==> config.mk <==
export PLATFORM = sky130hd
export DESIGN_NAME = alu_exec
export DESIGN_NICKNAME = d
export VERILOG_FILES = /design/src/rtl/alu_exec.sv
export SDC_FILE = /design/constraint.sdc
export NUM_CORES = 1
export LEC_CHECK = 0
export ABC_AREA = 1
export CAP_MARGIN = 15
export CORE_MARGIN = 2
export CORE_UTILIZATION = 60
export CTS_BUF_LIST = sky130_fd_sc_hd__clkbuf_2
export CTS_CLUSTER_DIAMETER = 50
export DETAILED_ROUTE_END_ITERATION = 10
export GPL_TIMING_DRIVEN = 0
export PLACE_DENSITY = 0.9
export SLEW_MARGIN = 0
export SYNTH_ARGS = -nofsm -noshare
export SYNTH_HDL_FRONTEND = slang
export SYNTH_SLANG_ARGS = --single-unit
==> constraint.sdc <==
create_clock -name clk -period 2.8 [get_ports clk]
set_clock_uncertainty 0.05 [all_clocks]
set_input_delay 0.56 -clock clk [delete_from_list [all_inputs] [get_ports clk]]
set_output_delay 0.56 -clock clk [all_outputs]
set_load 0.05 [all_outputs]
==> src/rtl/alu_exec.sv <==
// Execute stage: single-cycle ALU plus optional iterative multiply, registered writeback.
// Build option ALU_MUL_EN enables the shift-add multiply (op 9); otherwise op 9 is a NOP.
module alu_exec #(
    parameter int unsigned DW = 8,
    parameter int unsigned RW = 4
) (
    input  logic          clk,
    input  logic          rst,
    input  logic          in_valid,
    output logic          in_ready,
    input  logic [3:0]    op,
    input  logic [DW-1:0] src_a,
    input  logic [DW-1:0] src_b,
    input  logic [RW-1:0] dst_in,
    output logic          wb_we,
    output logic [RW-1:0] wb_dst,
    output logic [DW-1:0] wb_data,
    output logic          flag_z,
    output logic          flag_c,
    output logic          busy
);

    localparam logic [3:0] OP_ADD = 4'd0;
    localparam logic [3:0] OP_SUB = 4'd1;
    localparam logic [3:0] OP_AND = 4'd2;
    localparam logic [3:0] OP_OR  = 4'd3;
    localparam logic [3:0] OP_XOR = 4'd4;
    localparam logic [3:0] OP_NOT = 4'd5;
    localparam logic [3:0] OP_SHL = 4'd6;
    localparam logic [3:0] OP_SHR = 4'd7;
    localparam logic [3:0] OP_MOV = 4'd8;
    localparam logic [3:0] OP_ADC = 4'd10;

    logic          wb_we_q;
    logic [RW-1:0] wb_dst_q;
    logic [DW-1:0] wb_data_q;
    logic          flag_z_q;
    logic          flag_c_q;

    logic [DW:0]   ext_d;
    logic [DW-1:0] alu_res_d;
    logic          alu_c_d;
    logic          alu_wr_d;

    // Single-cycle result; everything is computed DW+1 bits wide so the carry falls out naturally.
    always_comb begin
        ext_d     = '0;
        alu_res_d = '0;
        alu_c_d   = flag_c_q;
        alu_wr_d  = 1'b0;
        unique case (op)
            OP_ADD: begin
                ext_d    = {1'b0, src_a} + {1'b0, src_b};
                alu_wr_d = 1'b1;
            end
            OP_SUB: begin
                ext_d    = {1'b0, src_a} - {1'b0, src_b};
                alu_wr_d = 1'b1;
            end
            OP_ADC: begin
                ext_d    = {1'b0, src_a} + {1'b0, src_b} + (DW+1)'(flag_c_q);
                alu_wr_d = 1'b1;
            end
            OP_AND: begin ext_d = {1'b0, src_a & src_b}; alu_wr_d = 1'b1; end
            OP_OR:  begin ext_d = {1'b0, src_a | src_b}; alu_wr_d = 1'b1; end
            OP_XOR: begin ext_d = {1'b0, src_a ^ src_b}; alu_wr_d = 1'b1; end
            OP_NOT: begin ext_d = {1'b0, ~src_a};        alu_wr_d = 1'b1; end
            OP_SHL: begin ext_d = {src_a, 1'b0};         alu_wr_d = 1'b1; end
            OP_SHR: begin ext_d = {src_a[0], 1'b0, src_a[DW-1:1]}; alu_wr_d = 1'b1; end
            OP_MOV: begin ext_d = {flag_c_q, src_b};     alu_wr_d = 1'b1; end
            default: ;
        endcase
        alu_res_d = ext_d[DW-1:0];
        if (alu_wr_d) alu_c_d = ext_d[DW];
    end

`ifdef ALU_MUL_EN
    localparam logic [3:0]  OP_MUL = 4'd9;
    localparam int unsigned CW     = $clog2(DW + 1);
    localparam int unsigned PW     = 2 * DW;

    typedef enum logic {S_IDLE = 1'b0, S_MUL = 1'b1} state_t;

    state_t        state_q;
    logic [CW-1:0] cnt_q;
    logic [PW-1:0] acc_q;
    logic [PW-1:0] a_sh_q;
    logic [DW-1:0] b_sh_q;
    logic [RW-1:0] mdst_q;
    logic          ready_q;
    logic          busy_q;
    logic [PW-1:0] acc_d;

    assign acc_d    = b_sh_q[0] ? (acc_q + a_sh_q) : acc_q;
    assign in_ready = ready_q;
    assign busy     = busy_q;

    always_ff @(posedge clk or posedge rst) begin
        if (rst) begin
            state_q   <= S_IDLE;
            cnt_q     <= '0;
            acc_q     <= '0;
            a_sh_q    <= '0;
            b_sh_q    <= '0;
            mdst_q    <= '0;
            ready_q   <= 1'b1;
            busy_q    <= 1'b0;
            wb_we_q   <= 1'b0;
            wb_dst_q  <= '0;
            wb_data_q <= '0;
            flag_z_q  <= 1'b0;
            flag_c_q  <= 1'b0;
        end else begin
            wb_we_q <= 1'b0;
            unique case (state_q)
                S_IDLE: begin
                    if (in_valid && op == OP_MUL) begin
                        state_q <= S_MUL;
                        cnt_q   <= CW'(DW);
                        acc_q   <= '0;
                        a_sh_q  <= PW'(src_a);
                        b_sh_q  <= src_b;
                        mdst_q  <= dst_in;
                        ready_q <= 1'b0;
                        busy_q  <= 1'b1;
                    end else if (in_valid && alu_wr_d) begin
                        wb_we_q   <= 1'b1;
                        wb_dst_q  <= dst_in;
                        wb_data_q <= alu_res_d;
                        flag_z_q  <= (alu_res_d == '0);
                        flag_c_q  <= alu_c_d;
                    end
                end
                S_MUL: begin
                    acc_q  <= acc_d;
                    a_sh_q <= a_sh_q << 1;
                    b_sh_q <= b_sh_q >> 1;
                    cnt_q  <= cnt_q - CW'(1);
                    // Last iteration: the final partial sum goes straight to writeback.
                    if (cnt_q == CW'(1)) begin
                        state_q   <= S_IDLE;
                        ready_q   <= 1'b1;
                        busy_q    <= 1'b0;
                        wb_we_q   <= 1'b1;
                        wb_dst_q  <= mdst_q;
                        wb_data_q <= acc_d[DW-1:0];
                        flag_z_q  <= (acc_d[DW-1:0] == '0);
                        flag_c_q  <= |acc_d[PW-1:DW];
                    end
                end
                default: state_q <= S_IDLE;
            endcase
        end
    end
`else
    assign in_ready = 1'b1;
    assign busy     = 1'b0;

    always_ff @(posedge clk or posedge rst) begin
        if (rst) begin
            wb_we_q   <= 1'b0;
            wb_dst_q  <= '0;
            wb_data_q <= '0;
            flag_z_q  <= 1'b0;
            flag_c_q  <= 1'b0;
        end else begin
            wb_we_q <= 1'b0;
            if (in_valid && alu_wr_d) begin
                wb_we_q   <= 1'b1;
                wb_dst_q  <= dst_in;
                wb_data_q <= alu_res_d;
                flag_z_q  <= (alu_res_d == '0);
                flag_c_q  <= alu_c_d;
            end
        end
    end
`endif

    assign wb_we   = wb_we_q;
    assign wb_dst  = wb_dst_q;
    assign wb_data = wb_data_q;
    assign flag_z  = flag_z_q;
    assign flag_c  = flag_c_q;

endmodule

==> flow_summary.ini <==
[synth]
synth_area_um2 = 2450
synthXorXnorAreaFrac = 0
synth_fp_nets = 479
async_flop_share = 1.00
ys_seq_elements = 15
ys.flop_type = dfrtp_1
synth_cells = 424
ys_seq_area_frac = 0.153
synthSimpleGateAreaFrac = 0.500
synth_top_family_by_area = simple AND/OR/NAND/NOR gates
synth.area.top_cells = nand2_1 22%, dfrtp_1 15%, ha_1 13%, nand3_1 9.2%, inv_1 8.4%
yosysTopAreaCellShare = 0.216
synth_mux_area_frac = 0
ys_top_cells_by_count = 141 x nand2_1, 55 x inv_1, 54 x nor2_1, 45 x nand3_1, 26 x ha_1
syn_avg_cell_area_um2 = 5.77
yosys.cell_count.top_type = nand2_1
yosys.cell_types.count = 33
yosysWarnings = 0
synth_fa_ha_area_frac = 0.149
synth_compound_area_frac = 0.0813
synth_top_cell_by_area = nand2_1
synth_edf_count = 0

[critical_path]
crit_required_ps = 2990
crit_fanout = 4
criticalPathCategory = primary input to flip-flop
cp-end-kind = flip-flop
arrival_ps = 2800
worstSetupStartpointType = primary input

[place]
dp_hpwl_mm = 5.77
dp_cells = 515
gp_congestion = 0.953
port_buffers = 41

[finish]
area_growth_pct = 21.7
fillCellCount = 371
antenna_cells = 0
multi_input_area_um2 = 1830
fin_cells = 519
regArea_um2 = 375
drive_above_1_share = 0.100
nets = 525

[clocking]
cts_root_buf = clkbuf_2
cts_setup_buffers = 0
hold_buffers = 0
cts_resized = 5
tritoncts = done
clockBufferDepth = 2
cts_sinks = 15
cts-buffers-inserted = 3
clk_latency_ps = 300
htreeDepth = 1
clkTransAtPathRegs_ps = 150

[power]
powerDensity_nw_per_um2 = 327
switchingPower_uw = 489
swShare = 0.502
intPower_uw = 486
p_leak_uw = 0.00162
p_seq_frac = 0.275
combinationalPowerShare = 0.618
power.total_uw = 975
clkPwrFrac = 0.108
peakVddDrop_mv = 0.138

[route]
dr.first_iter.drc_count = 229
via_per_inst = 5.47
first_pass_iters = 6
via_count = 2839
wire_per_inst_um = 13.3
drc_errors = 0
wl_mm = 6.92
antenna_left = 0

[grt]
grt-ovfl-total = 0
grt_max_degree = 16
grt_pass1_vias = 2415
antenna_found_initial = 0
grt_pass1_wl_mm = 10.9
grt_use_total = 0.309

[timing]
setup_viol = 0
max_freq_mhz = 383
slew-limit-headroom = 0.596
worst_slew_pin_slew_ps = 603
timing.final.crit_period_ps = 2610
slew_violations = 0
hold_viol = 0
fin_tns_setup_ps = 0
fin_crit_sh = 0.933

[hold_path]
min_path_type = flip-flop to flip-flop

[floorplanning]
die_area_um2 = 4610
die_height_um = 67.9
pin_count = 44
start_util = 0.616
die_x_um = 67.9
row_count = 23
core_area_um2 = 3970

[flow_run]
cap_viol_max_count = 0

[outcome]
status = complete, no violations
## area by class of cell
class / count / share of cell area
Multi-Input combinational cell: 340 / 0.613
Timing Repair Buffer: 41 / 0.141
Sequential cell: 15 / 0.126
Inverter: 61 / 0.0769
Tap cell: 50 / 0.0210
Buffer: 8 / 0.0160
Clock buffer: 3 / 0.00504
Clock inverter: 1 / 0.00168
## cell families after synthesis
group / after synthesis
other cells: 2
flops: 15
fa+ha+maj: 28
simple gates: 277
compound gates: 33
buf+inv: 69
## through the flow
| step | utilization | hold slack (ps) | instance area (µm²) | setup WS (ps) |
|---|---|---|---|---|
| floorplan | - | 411 | 2450 | 370 |
| global placement | 0.735 | 404 | 2920 | -403 |
| detailed placement | 0.735 | 411 | 2920 | -429 |
| CTS | 0.743 | 443 | 2950 | 50.5 |
| global route | 0.750 | 473 | 2980 | -2.42 |
| finish | 0.750 | 445 | 2980 | 188 |
## sequential cells by signal, summed over array words and instances (netlist names)
register / count
flag_c: 1
flag_z: 1
wb_data: 8
wb_dst: 4
wb_we: 1
## power by group through the flow
stage / Sequential [µW] / Clock (µW) / Combinational, µW
global route: 272 / 117 / 662
finish: 268 / 105 / 602
global placement: 271 / 0 / 579
detailed placement: 273 / 0 / 591
CTS: 268 / 106 / 593
floorplan: 386 / 0 / 284
## path summary, 6_finish.rpt
check                      startpoint         to  slack [ps]  depth (start not counted)
max in group asynchronous         rst     flag_c        1780                          2
min                         wb_dst[2]  wb_dst[2]         440                          2
min in group asynchronous         rst  wb_dst[0]         540                          2
min reg2reg                 wb_dst[2]  wb_dst[2]         440                          2
max reg2reg                    flag_c     flag_z         780                         13
max                          src_a[0]     flag_z         190                         14
## placed cells by master, fill, tap and decap left out, types with 3 or more instances in the layout
cell type | netlist | routed
clkdlybuf4s50_1 | 0 | 33
a21oi_1 | 5 | 5
clkbuf_2 | 0 | 3
buf_4 | 4 | 4
o21ai_0 | 14 | 14
nor2_2 | 10 | 12
nand2_1 | 141 | 140
inv_2 | 6 | 6
nand3_2 | 3 | 3
o211ai_1 | 3 | 3
nand3_1 | 45 | 45
nor2_1 | 54 | 52
ha_1 | 26 | 25
nand4_1 | 8 | 8
nand2_2 | 6 | 7
inv_1 | 55 | 55
dlygate4sd2_1 | 0 | 3
dfrtp_1 | 15 | 15
dlymetal6s2s_1 | 0 | 5
## worst max-delay path, cell delays in order
cell	delay [ps]
dlygate4sd2_1	300
ha_4	210
fa_2	550
ha_1	190
inv_1	50
nor2_1	120
nand3_1	120
nor2_2	130
nand3_1	150
nand3_1	110
nand2_1	50
inv_1	60
nand3_1	90
o21bai_2	110
## metal layers
metal / global-route usage / vias to the layer above / wire length, µm
li1: - / 1423 / -
met2: 0.518 / 113 / 3240
met5: 0 / - / 0
met3: 0.0362 / 13 / 533
met4: 0.0925 / 0 / 138
met1: 0.416 / 1290 / 3000
No activity file was read; power rests on OpenSTA's default activity.
